**config.mk**
```make
export PLATFORM = sky130hd
export DESIGN_NAME = c499_resp_misr
export DESIGN_NICKNAME = d
export VERILOG_FILES = /design/src/rtl/c499_pkg.sv /design/src/rtl/c499_misr_step.sv /design/src/rtl/c499_resp_misr.sv
export SDC_FILE = /design/constraint.sdc
export NUM_CORES = 1
export LEC_CHECK = 0
export ABC_CLOCK_PERIOD_IN_PS = 2300
export CORE_MARGIN = 2
export CORE_UTILIZATION = 41
export DETAILED_ROUTE_END_ITERATION = 7
export PLACE_DENSITY = 0.78
export RECOVER_POWER = 100
export SYNTH_ARGS = -nofsm -noshare
export SYNTH_HDL_FRONTEND = slang
export SYNTH_SLANG_ARGS = --single-unit
```
**constraint.sdc**
```tcl
create_clock -name clk -period 2.3 [get_ports clk]
set_input_delay 0.23 -clock clk [delete_from_list [all_inputs] [get_ports clk]]
set_output_delay 0.23 -clock clk [all_outputs]
set_load 0.05 [all_outputs]
```
**src/rtl/c499_pkg.sv**
```systemverilog
// Shared definitions for the c499 response MISR: FSM states, default
// signature seed / feedback polynomial, and datapath widths.
package c499_pkg;

    localparam int RESP_W = 32;   // c499 output vector width
    localparam int CNT_W  = 16;   // response vector counter width

    localparam logic [RESP_W-1:0] DEFAULT_SEED = 32'hFFFF_FFFF;
    localparam logic [RESP_W-1:0] DEFAULT_POLY = 32'h0040_0007;  // x^32+x^22+x^2+x+1

    typedef enum logic [1:0] {
        ST_IDLE = 2'd0,
        ST_RUN  = 2'd1,
        ST_DONE = 2'd2
    } state_e;

endpackage

```
**src/rtl/c499_misr_step.sv**
```systemverilog
// One combinational MISR step: shift the signature left by one, fold the
// outgoing MSB back through the feedback taps, and XOR in the response.
module c499_misr_step
    import c499_pkg::*;
#(
    parameter logic [RESP_W-1:0] POLY = DEFAULT_POLY
) (
    input  logic [RESP_W-1:0] sig_i,
    input  logic [RESP_W-1:0] resp_i,
    output logic [RESP_W-1:0] sig_o
);

    logic fb;
    assign fb = sig_i[RESP_W-1];

    // Per-bit next signature: shifted-in bit, tap feedback, response bit.
    for (genvar gi = 0; gi < RESP_W; gi++) begin : g_bit
        if (gi == 0) begin : g_lsb
            assign sig_o[gi] = (fb & POLY[gi]) ^ resp_i[gi];
        end else begin : g_upper
            assign sig_o[gi] = sig_i[gi-1] ^ (fb & POLY[gi]) ^ resp_i[gi];
        end
    end

endmodule

```
**src/rtl/c499_resp_misr.sv**
```systemverilog
// Response compactor for c499: folds num_vec qualified response vectors into
// a 32-bit MISR signature. Optional golden compare is built only when the
// macro C499_MISR_GOLDEN_CMP_EN is defined; otherwise match is tied low.
module c499_resp_misr
    import c499_pkg::*;
#(
    parameter logic [RESP_W-1:0] SEED = DEFAULT_SEED,
    parameter logic [RESP_W-1:0] POLY = DEFAULT_POLY
) (
    input  logic              clk,
    input  logic              rst,
    input  logic              start,
    input  logic [CNT_W-1:0]  num_vec,
    input  logic              resp_valid,
    input  logic [RESP_W-1:0] resp,
    input  logic [RESP_W-1:0] golden,
    output logic              busy,
    output logic              done,
    output logic [RESP_W-1:0] sig,
    output logic [CNT_W-1:0]  vec_cnt,
    output logic              match
);

    state_e            state_q, state_d;
    logic [RESP_W-1:0] sig_q,   sig_d;
    logic [CNT_W-1:0]  cnt_q,   cnt_d;
    logic [CNT_W-1:0]  num_q,   num_d;
    logic              busy_q,  busy_d;
    logic              done_q,  done_d;
    logic              match_q, match_d;

    logic [RESP_W-1:0] step_sig;
    logic [CNT_W-1:0]  cnt_inc;
    logic              cmp_seed;   // golden check for an empty run
    logic              cmp_step;   // golden check for the final vector

    assign cnt_inc = cnt_q + CNT_W'(1);

    c499_misr_step #(
        .POLY (POLY)
    ) u_step (
        .sig_i  (sig_q),
        .resp_i (resp),
        .sig_o  (step_sig)
    );

`ifdef C499_MISR_GOLDEN_CMP_EN
    assign cmp_seed = (SEED == golden);
    assign cmp_step = (step_sig == golden);
`else
    logic unused_golden;
    assign unused_golden = ^golden;
    assign cmp_seed      = 1'b0;
    assign cmp_step      = 1'b0;
`endif

    // Next-state and datapath decisions; match is only ever loaded on the
    // transition into DONE so it stays frozen while DONE holds.
    always_comb begin
        state_d = state_q;
        sig_d   = sig_q;
        cnt_d   = cnt_q;
        num_d   = num_q;
        match_d = match_q;
        case (state_q)
            ST_IDLE, ST_DONE: begin
                if (start) begin
                    sig_d   = SEED;
                    cnt_d   = '0;
                    num_d   = num_vec;
                    match_d = 1'b0;
                    if (num_vec == '0) begin
                        state_d = ST_DONE;
                        match_d = cmp_seed;
                    end else begin
                        state_d = ST_RUN;
                    end
                end
            end
            ST_RUN: begin
                if (resp_valid) begin
                    sig_d = step_sig;
                    cnt_d = cnt_inc;
                    if (cnt_inc == num_q) begin
                        state_d = ST_DONE;
                        match_d = cmp_step;
                    end
                end
            end
            default: begin
                state_d = ST_IDLE;
            end
        endcase
        busy_d = (state_d == ST_RUN);
        done_d = (state_d == ST_DONE);
    end

    // State and output registers; reset wins over every other input.
    always_ff @(posedge clk) begin
        if (rst) begin
            state_q <= ST_IDLE;
            sig_q   <= SEED;
            cnt_q   <= '0;
            num_q   <= '0;
            busy_q  <= 1'b0;
            done_q  <= 1'b0;
            match_q <= 1'b0;
        end else begin
            state_q <= state_d;
            sig_q   <= sig_d;
            cnt_q   <= cnt_d;
            num_q   <= num_d;
            busy_q  <= busy_d;
            done_q  <= done_d;
            match_q <= match_d;
        end
    end

    assign busy    = busy_q;
    assign done    = done_q;
    assign sig     = sig_q;
    assign vec_cnt = cnt_q;
    assign match   = match_q;

endmodule

```
* Word-level counts from Yosys, hierarchy flattened
Index checks and enable logic that the tools add are counted.
** Storage, ports and cells
- Register bits after elaboration :: 69
- Bits in latches :: 0
- Memory bits (writable) :: 0
- Memory bits (read-only) :: 0
- Input port bits :: 84
- Output and inout port bits :: 51
- Logic and storage cells :: 73
- Memories kept :: 0
** Cells by class
- $add $sub $neg :: 1
- Multipliers :: 0
- Div/mod/pow operators :: 0
- $lt $le $gt $ge :: 0
- Equal/unequal tests :: 8
- Shift-type cells :: 0
- Mux-type cells :: 15
- Bitwise operators :: 35
- Reduce and logical (&&, ||, !) cells :: 7
** Operators with widths (count)
- $mux W32 :: 2
- $pmux W32 S2 :: 1
- $xor A1 B1 Y1 :: 35
- $mux W16 :: 2
- $pmux W16 S2 :: 1
- $add A16 B1 Y16 const B :: 1
- $eq A16 B16 Y1 :: 1
- $logic_not A16 Y1 :: 1
- $mux W2 :: 4
- $ne A2 B2 Y1 const B :: 3
- $eq A2 B1 Y1 const B :: 2
- $eq A2 B2 Y1 const B :: 2
- $pmux W2 S2 :: 1
- $reduce_and A4 Y1 :: 1
- $mux W1 :: 3
- $reduce_and A3 Y1 :: 1
- $logic_not A2 Y1 :: 1
- $pmux W1 S2 :: 1
- $reduce_and A2 Y1 :: 1
- $reduce_bool A2 Y1 :: 1
- $reduce_or A2 Y1 :: 1

* Logic depth before layout (Yosys ltp)
Gate-level depths: netlist (run 1).
- Word-level depth :: 6
- Gate-level depth with buffers :: 8
- Depth with buffers taken out :: 7

* By module
A second synthesis (run 1) with hierarchy kept.
** Second synthesis, totals
- Cell total of the unflattened synthesis :: 442
- Area total of the unflattened synthesis :: 3559.7 µm²
** Modules (own cells, without submodules)
- c499_resp_misr :: times used 1, cells each 410, area each 3234.4 µm², seq. area each 1361.3 µm²
- c499_misr_step :: times used 1, cells each 32, area each 325.3 µm², seq. area each 0.0 µm²

* Least setup slack after synthesis (run 1)
Ideal clock, no wire load.
- Path type :: register -> register
- Start :: register cnt_q[1], in the netlist vec_cnt[1]
- End :: register busy_q, in the netlist busy
- Setup time :: 0.149 ns
- Data arrival time :: 2.621 ns
- Data required time :: 2.151 ns
- Slack :: -0.471 ns
- Cell stages (with the launch flop) :: 9
- Path buffers :: 1
- Clock period less this slack :: 2.771 ns
- Path through :: dfxtp_1 > ha_1 > clkbuf_1 > nand3_2 > nor3_1 > o32ai_1 > a2111o_1 > nor4_1 > a41oi_1
** Between the ends
- Longest elaborated chain between the ends :: 6
** RTL lines
- start: declaration :: RTL line c499_resp_misr.sv:26 : logic [CNT_W-1:0] cnt_q, cnt_d;
- start signal: assignment :: RTL line c499_resp_misr.sv:111 : cnt_q <= cnt_d;
- $add A16 B1 Y16 :: RTL line c499_resp_misr.sv:37 : assign cnt_inc = cnt_q + CNT_W'(1);
- $eq A16 B16 Y1 :: RTL line c499_resp_misr.sv:84 : if (cnt_inc == num_q) begin
- $mux W2 :: RTL line c499_resp_misr.sv:84
- $mux W2 :: RTL line c499_resp_misr.sv:81 : if (resp_valid) begin
- $pmux W2 S2 :: RTL line c499_resp_misr.sv:65 : case (state_q)
- $eq A2 B1 Y1 :: RTL line c499_resp_misr.sv:94 : busy_d = (state_d == ST_RUN);
- end signal: assignment :: RTL line c499_resp_misr.sv:113 : busy_q <= busy_d;
- end: declaration :: RTL line c499_resp_misr.sv:28 : logic busy_q, busy_d;
No other way between the ends.
A chain may end at the register's enable or synchronous reset.

* Worst setup path after layout (run 1)
- Start :: register cnt_q[0], in the netlist vec_cnt[0]
- End :: register busy_q, in the netlist busy
The elaborated chain is that of the path after synthesis.

==> impl_results.md, run 1 <==
* Crit path time final at between 2 and 2.5 ns
* Reg clk slew, reported paths at 0.08 ns
* CTS Root Cell: clkbuf_8
* RePlAce Congestion at 0.927
* Flop pwr share at 0.433
* Area delta synth->final at 44.1%
* Leakage power at 1.95 nW
* Status: completed
* Crit. End Element: flip-flop
* Pre-Repair DR Iteration Count at 6
* Via count at 3725
* Hold_sp: rst
* IO Pins at about 140
* Final WL at 10.4 mm
* Cell Pwr Density at 547 mW/mm^2
* CTS max path bufs at 2
* Die area at 0.00977 mm^2
* R2R Path End: busy
* Most frequent cells in the layout: clkdlybuf4s50_1 (100), dfxtp_1 (55), nand2_1 (50), xnor2_1 (45), buf_4 (42)
* CTS tree: yes
* Synth Net Count at around 550
* Fin. Hold Viols at 0
* Worst EP required at 2.51 ns
* Post-synth cell types at 54
* Worst Setup Start Kind: flip-flop
* Share of cells above drive strength 1 at 0.153
* Top_reg_cell synth: dfxtp_1
* First-pass GRT wire length at between 15 and 20 mm
* Initial antenna violation count at 0
* Largest net degree at the start of global routing at 33
* Final instance area at 0.00532 mm^2
* Switching Share at 0.286
* Cell Area, Placed at 0.00492 mm^2
* Internal power at 0.00207 W
* Slew margin rel. at 0.532
* Core Region at ~0.0087 mm^2
* Reg2reg setup slack at 0.06 ns
* Global route overflow at 0
* Initial Utilization at 0.423
* Peak VDD IR at ~0.32 mV
* Hold depth at 2
* CTS hold repair buffers at 0
* Count of antenna diodes in the layout at 0
* PortBufs at 101
* Max H-tree Level at 3
* Logic pwr share at 0.197
* Most common cell after layout, fill and taps aside: clkdlybuf4s50_1
* Period Utilization, post-route at 0.973
* Hold Crit Endpoint: num_q[3]
* Mean Syn Cell Area at 7.97 um^2
* R2r worst-path depth at 8
* Antenna-violating nets left at 0
* CP arrival at roughly 2.4 ns
* Drt wl/cell at around 15 um
* Latest clock arrival within the worst-skew pair at around 0.34 ns
* Final Max Tran Viols at 0
* Min-Delay Path Class: in -> reg
* Row cnt at 34
* Critical R2R Launch: vec_cnt[0]
* Residual DRC at 0
* Worst-margin pin slew at 0.684 ns
* #FFs+latches synth at approximately 70
* Vias in the first global route at 3532
* CP Max Fanout at 8
* Sequential fraction of the synthesis area at 0.369
* Final hold slack at 0.358 ns
* Final Util at 0.610
* Vias per cell at 5.35
* CTS sink count at 68
* DP Wirelength at 7.38 mm
* Switching power total at 0.000832 W
* Post-synth design cell area at 0.00369 mm^2
* Fmax at 0.447 GHz
* Gr usage total at 0.206
* Die W at 98.9 um
* Clock power frac at 0.370
* Setup Skew at 0.0136 ns
* Setup violations, final at 0
* Max Cap Viol at 0
* Drt first-iter violations at 257
* Die Y at 98.9 um
* Synth async-reset ratio at 0
* Total CTS buffers at 9
* Syn Inst Count at 463
* CP Class: reg -> reg
* Fin nets at 668
* Post-synth EDFFs at 0
* Ys Warns at 0
critical path, cell delays in order (launching register included):
cell       delay [ns]
dfxtp_4          0.40
ha_2             0.21
and3_4           0.21
nand4_1          0.15
a221oi_2         0.30
o211ai_1         0.18
a2111oi_4        0.30
buf_4            0.20
a41oi_1          0.13
layer usage:
metal	track usage	routed length [um]	part of all wire	vias to the layer above
met3	0.0688	752	0.073	18
met5	0	0	0	-
met1	0.261	4510	0.44	1738
met2	0.330	4930	0.48	121
li1	-	-	-	1848
met4	0.0653	170	0.016	0
power by group through the flow:
| stage | Sequential (W) | Clock [W] | Combinational, W |
|---|---|---|---|
| after global routing | 0.00126 | 0.00114 | 0.000621 |
| after floorplan | 0.00137 | 0 | 0.000262 |
| after global placement | 0.00129 | 0 | 0.000554 |
| after detailed placement | 0.00129 | 0 | 0.000564 |
| final | 0.00126 | 0.00107 | 0.000574 |
| after CTS | 0.00126 | 0.00109 | 0.000572 |
registers in the layout (all words and copies together), names as in the netlist:
register	flops
sig	32
vec_cnt	16
done	1
num_q	16
busy	1
state_q	2
worst max-delay path by stage:
stage | end | startpoint
after global placement | busy | vec_cnt[0]
after floorplan | busy | vec_cnt[13]
after global routing | busy | vec_cnt[0]
after detailed placement | busy | vec_cnt[0]
final | busy | vec_cnt[0]
after CTS | busy | vec_cnt[3]
kinds of logic (layout without fill, tap and decap cells):
family / count (synthesis) / count (layout) / share of synthesized area
fa+ha+maj: 1 / 1 / 0.00339
mux: 3 / 3 / 0.00814
simple gates: 195 / 195 / 0.281
xor+xnor: 52 / 52 / 0.123
buf+inv: 41 / 166 / 0.0465
other cells: 1 / 1 / 0.00102
compound gates: 102 / 102 / 0.168
flops: 68 / 68 / 0.369
through the flow:
step                      power (W)  cells  setup TNS (ns)  setup slack (ns)
after floorplan             0.00163    463               0           0.00846
after global placement      0.00184    662               0            0.0984
after detailed placement    0.00185    662               0            0.0393
after CTS                   0.00293    680               0           0.00151
after global routing        0.00302    696         -0.0134           -0.0134
final                       0.00291    696               0            0.0617
synth_stat cells, types with 2 or more instances:
| master | n | area [um^2] |
|---|---|---|
| or3_1 | 2 | 12.5 |
| nor2_1 | 23 | 86.3 |
| a211o_1 | 2 | 17.5 |
| nor2b_1 | 6 | 37.5 |
| buf_2 | 5 | 25.0 |
| a41oi_1 | 2 | 17.5 |
| inv_1 | 5 | 18.8 |
| a31oi_1 | 2 | 12.5 |
| nand2_1 | 51 | 191 |
| nand3_1 | 34 | 170 |
| dfxtp_1 | 68 | 1360 |
| nor3_1 | 9 | 45.0 |
| xor2_1 | 7 | 61.3 |
| a32o_1 | 2 | 20.0 |
| o21ai_0 | 40 | 200 |
| xnor2_1 | 45 | 394 |
| nor4_1 | 9 | 56.3 |
| and3_1 | 5 | 31.3 |
| nand2b_1 | 32 | 200 |
| mux2i_1 | 3 | 30.0 |
| nand4_1 | 7 | 43.8 |
| a21oi_1 | 35 | 175 |
| buf_4 | 3 | 22.5 |
| clkbuf_1 | 28 | 105 |
| a22oi_1 | 3 | 22.5 |
| nand3_2 | 2 | 20.0 |
| nand3b_1 | 2 | 15.0 |
| o22ai_1 | 4 | 25.0 |
| o2bb2ai_1 | 2 | 17.5 |
layout make-up:
class | instances | area [um^2]
Timing Repair Buffer | 145 | 1350
Tap cell | 108 | 135
Multi-Input combinational cell | 354 | 2200
Inverter | 5 | 18.8
Fill cell | 745 | 3400
Clock inverter | 4 | 53.8
Sequential cell | 68 | 1400
Clock buffer | 12 | 166
timing repair:
| action | CTS | global route |
|---|---|---|
| gates resized for setup | 2 | 10 |
| endpoints found under the setup margin | 3 | 4 |
| buffers inserted | 2 | 16 |
| endpoints found under the hold margin | 0 | 0 |
| pin swaps | 2 | 3 |
(Power assumes the default switching activity.)
==> run 2: changes to the inputs <==
==> constraint.sdc (replaced) <==
create_clock -name clk -period 2.3 [get_ports clk]
set_input_delay 0.69 -clock clk [delete_from_list [all_inputs] [get_ports clk]]
set_output_delay 0.69 -clock clk [all_outputs]
set_load 0.05 [all_outputs]
==> run 2 against run 1 <==
Hold slack improved by 0.13 ns. Die area did not move. Sequential cell count did not move. Largest power group unchanged. Final area fell by 4.6%. Clock-buffer cell count fell by 2. Sequential share of layout area rose by 1.0 points. Register-to-register slack improved by 0.02 ns. First-iteration DRC count fell by 20%. Fmax fell by 1.2%. Utilization fell by 2.8 points. Power fell by 4.1%.
==> impl_results.md, run 2 (synthesized netlist as in run 1, its figures left out) <==
* Status: completed
* DP Wirelength at 7.75 mm (+5.0%)
* Die Y at 98.9 um (unchanged)
* Final Non-Filler Cells at 690 (-0.86%)
* CP Class: reg -> out
* Worst Setup Start Kind: flip-flop
* Share of cells above drive strength 1 at 0.144 (-0.00873)
* Leakage power at 1.87 nW (-4.2%)
* CTS tree: yes
* Count of antenna diodes in the layout at 0 (unchanged)
* Vias per cell at 5.35 (about the same)
* Period Utilization, post-route at 0.985 (+0.0118)
* Slew margin rel. at 0.564 (+0.0321)
* Most frequent cells in the layout: clkdlybuf4s50_1 (71), dfxtp_1 (55), nand2_1 (51), xnor2_1 (45), o21ai_0 (40)
* Drt first-iter violations at 206 (-20%)
* Via count at 3690 (-0.94%)
* Peak VDD IR at 0.355 mV (+10%)
* Die area at 0.00977 mm^2 (unchanged)
* Worst path cell trace: clkdlybuf4s50_1
* Max H-tree Level at 3 (unchanged)
* TNS Setup at 0 ns (unchanged)
* Pre-Repair DR Iteration Count at 4 (-2)
* Final hold slack at 0.488 ns (+0.131 ns)
* RSZ-0062 raised after global routing: no
* CP arrival at 1.58 ns (-0.86 ns)
* CP Max Fanout at 3 (-5)
* Total CTS buffers at 9 (unchanged)
* Final Util at 0.582 (-0.0280)
* Initial Utilization at 0.423 (unchanged)
* Global route overflow at 0 (unchanged)
* Min-Delay Path Class: reg -> reg
* CTS Root Cell: clkbuf_8
* Max Cap Viol at 0 (unchanged)
* Core Region at 0.00872 mm^2 (unchanged)
* Setup violations, final at 0 (unchanged)
* CTS sink count at 68 (unchanged)
* Reg2reg setup slack at 0.08 ns (+0.02 ns)
* Residual DRC at 0 (unchanged)
* PortBufs at 101 (unchanged)
* Initial antenna violation count at 0 (unchanged)
* Vias in the first global route at 3562 (+0.85%)
* Fmax at 0.441 GHz (-1.2%)
* Crit. End Element: primary output
* Final WL at 10.4 mm (+0.75%)
* Die W at 98.9 um (unchanged)
* RePlAce Congestion at 0.926 (about the same)
* Largest net degree at the start of global routing at 43 (+30%)
* Antenna-violating nets left at 0 (unchanged)
* Final Max Tran Viols at 0 (unchanged)
* Fin nets at 662 (-0.90%)
* Max FFs per register at 32 (unchanged)
* Max stage delay cell, worst path: clkdlybuf4s50_1
* Total power at 0.00279 W (-4.1%)
* First-pass GRT wire length at 16.9 mm (+2.4%)
* Worst-margin pin slew at 0.657 ns (-0.0276 ns)
* Latest clock arrival within the worst-skew pair at 0.35 ns (about the same)
* Reg clk slew, reported paths at 0.09 ns (about the same)
* Crit path time final at 2.27 ns (+0.0271 ns)
* IO Pins at 135 (unchanged)
* Worst EP required at 1.61 ns (-0.90 ns)
* Dpl cells at 672 (+1.5%)
* WP buf/inv at 1 (unchanged)
* Crit path largest cell delay at 0.84 ns (+0.44 ns)
* Area delta synth->final at 37.5%
* Top cell family by delay on the critical path: buffers and inverters
* Fill cells at 814 (+9.3%)
* Drt wl/cell at 15.1 um (+1.6%)
* Cell Pwr Density at 549 mW/mm^2 (+0.48%)
* CTS max path bufs at 2 (unchanged)
* Most common cell after layout, fill and taps aside: clkdlybuf4s50_1
* Setup Skew at 0.0144 ns (+0.000824 ns)
* Fin. Hold Viols at 0 (unchanged)
* Row cnt at 34 (unchanged)
* Gr usage total at 0.212 (+0.00605)
[run 2: cell types whose count changed in the layout (fill, tap and decap cells not counted), sizes merged, moves of 2 or more]
cell	previous run	this run
clkdlybuf4s50	100	71
clkbuf	13	37
buf	44	35
dlygate4sd2	0	4
dlygate4sd3	0	2
inv	6	8
[run 2: layout make-up]
cell class	count	area, um^2	share of cell area
Clock buffer	10	149	0.0294
Clock inverter	6	42.5	0.00839
Inverter	5	18.8	0.00370
Multi-Input combinational cell	354	2180	0.430
Sequential cell	68	1390	0.274
Tap cell	108	135	0.0266
Timing Repair Buffer	139	1160	0.228
[run 2: final timing paths]
path,startpoint,end,cells after the start
min reg2reg,num_q[14],num_q[14],2
max reg2reg,vec_cnt[0],busy,8
max,sig[0],sig[0],1
min,num_q[14],num_q[14],2
[run 2: timing repair]
item                                    4_1_cts  5_1_grt
endpoints found under the setup margin        4       17
gates resized for setup                       4       16
gates cloned                                  0        0
hold buffers                                  0        0
pin swaps                                     0        1
buffers inserted                              0        2
[run 2: through the flow]
stage | cell area (um^2) | worst slack [ns]
finish | 5070 | 0.0346
detailed placement | 5000 | 0.0372
floorplan | 3730 | 0.00846
global placement | 5000 | 0.0635
global route | 5070 | 0.00236
CTS | 5180 | 0.0157
[run 2: tightest hold or removal path: stages, from the launching register on]
cell and delay (ns):
dfxtp_1 0.33, nand2_1 0.06, a21oi_1 0.06
[run 2: report_power, final]
group / switching [W] / total (W) / internal, W
sequential: 0.0000479 / 0.00127 / 0.00122
clock: 0.000494 / 0.000957 / 0.000463
combinational: 0.000313 / 0.000564 / 0.000251
[run 2: metal layers]
layer	GRT usage	vias to the layer above	part of all wire
met2	0.358	111	0.49
met5	0	-	0
met4	0.0464	0	0.0069
met1	0.264	1738	0.44
li1	-	1833	-
met3	0.0674	8	0.067
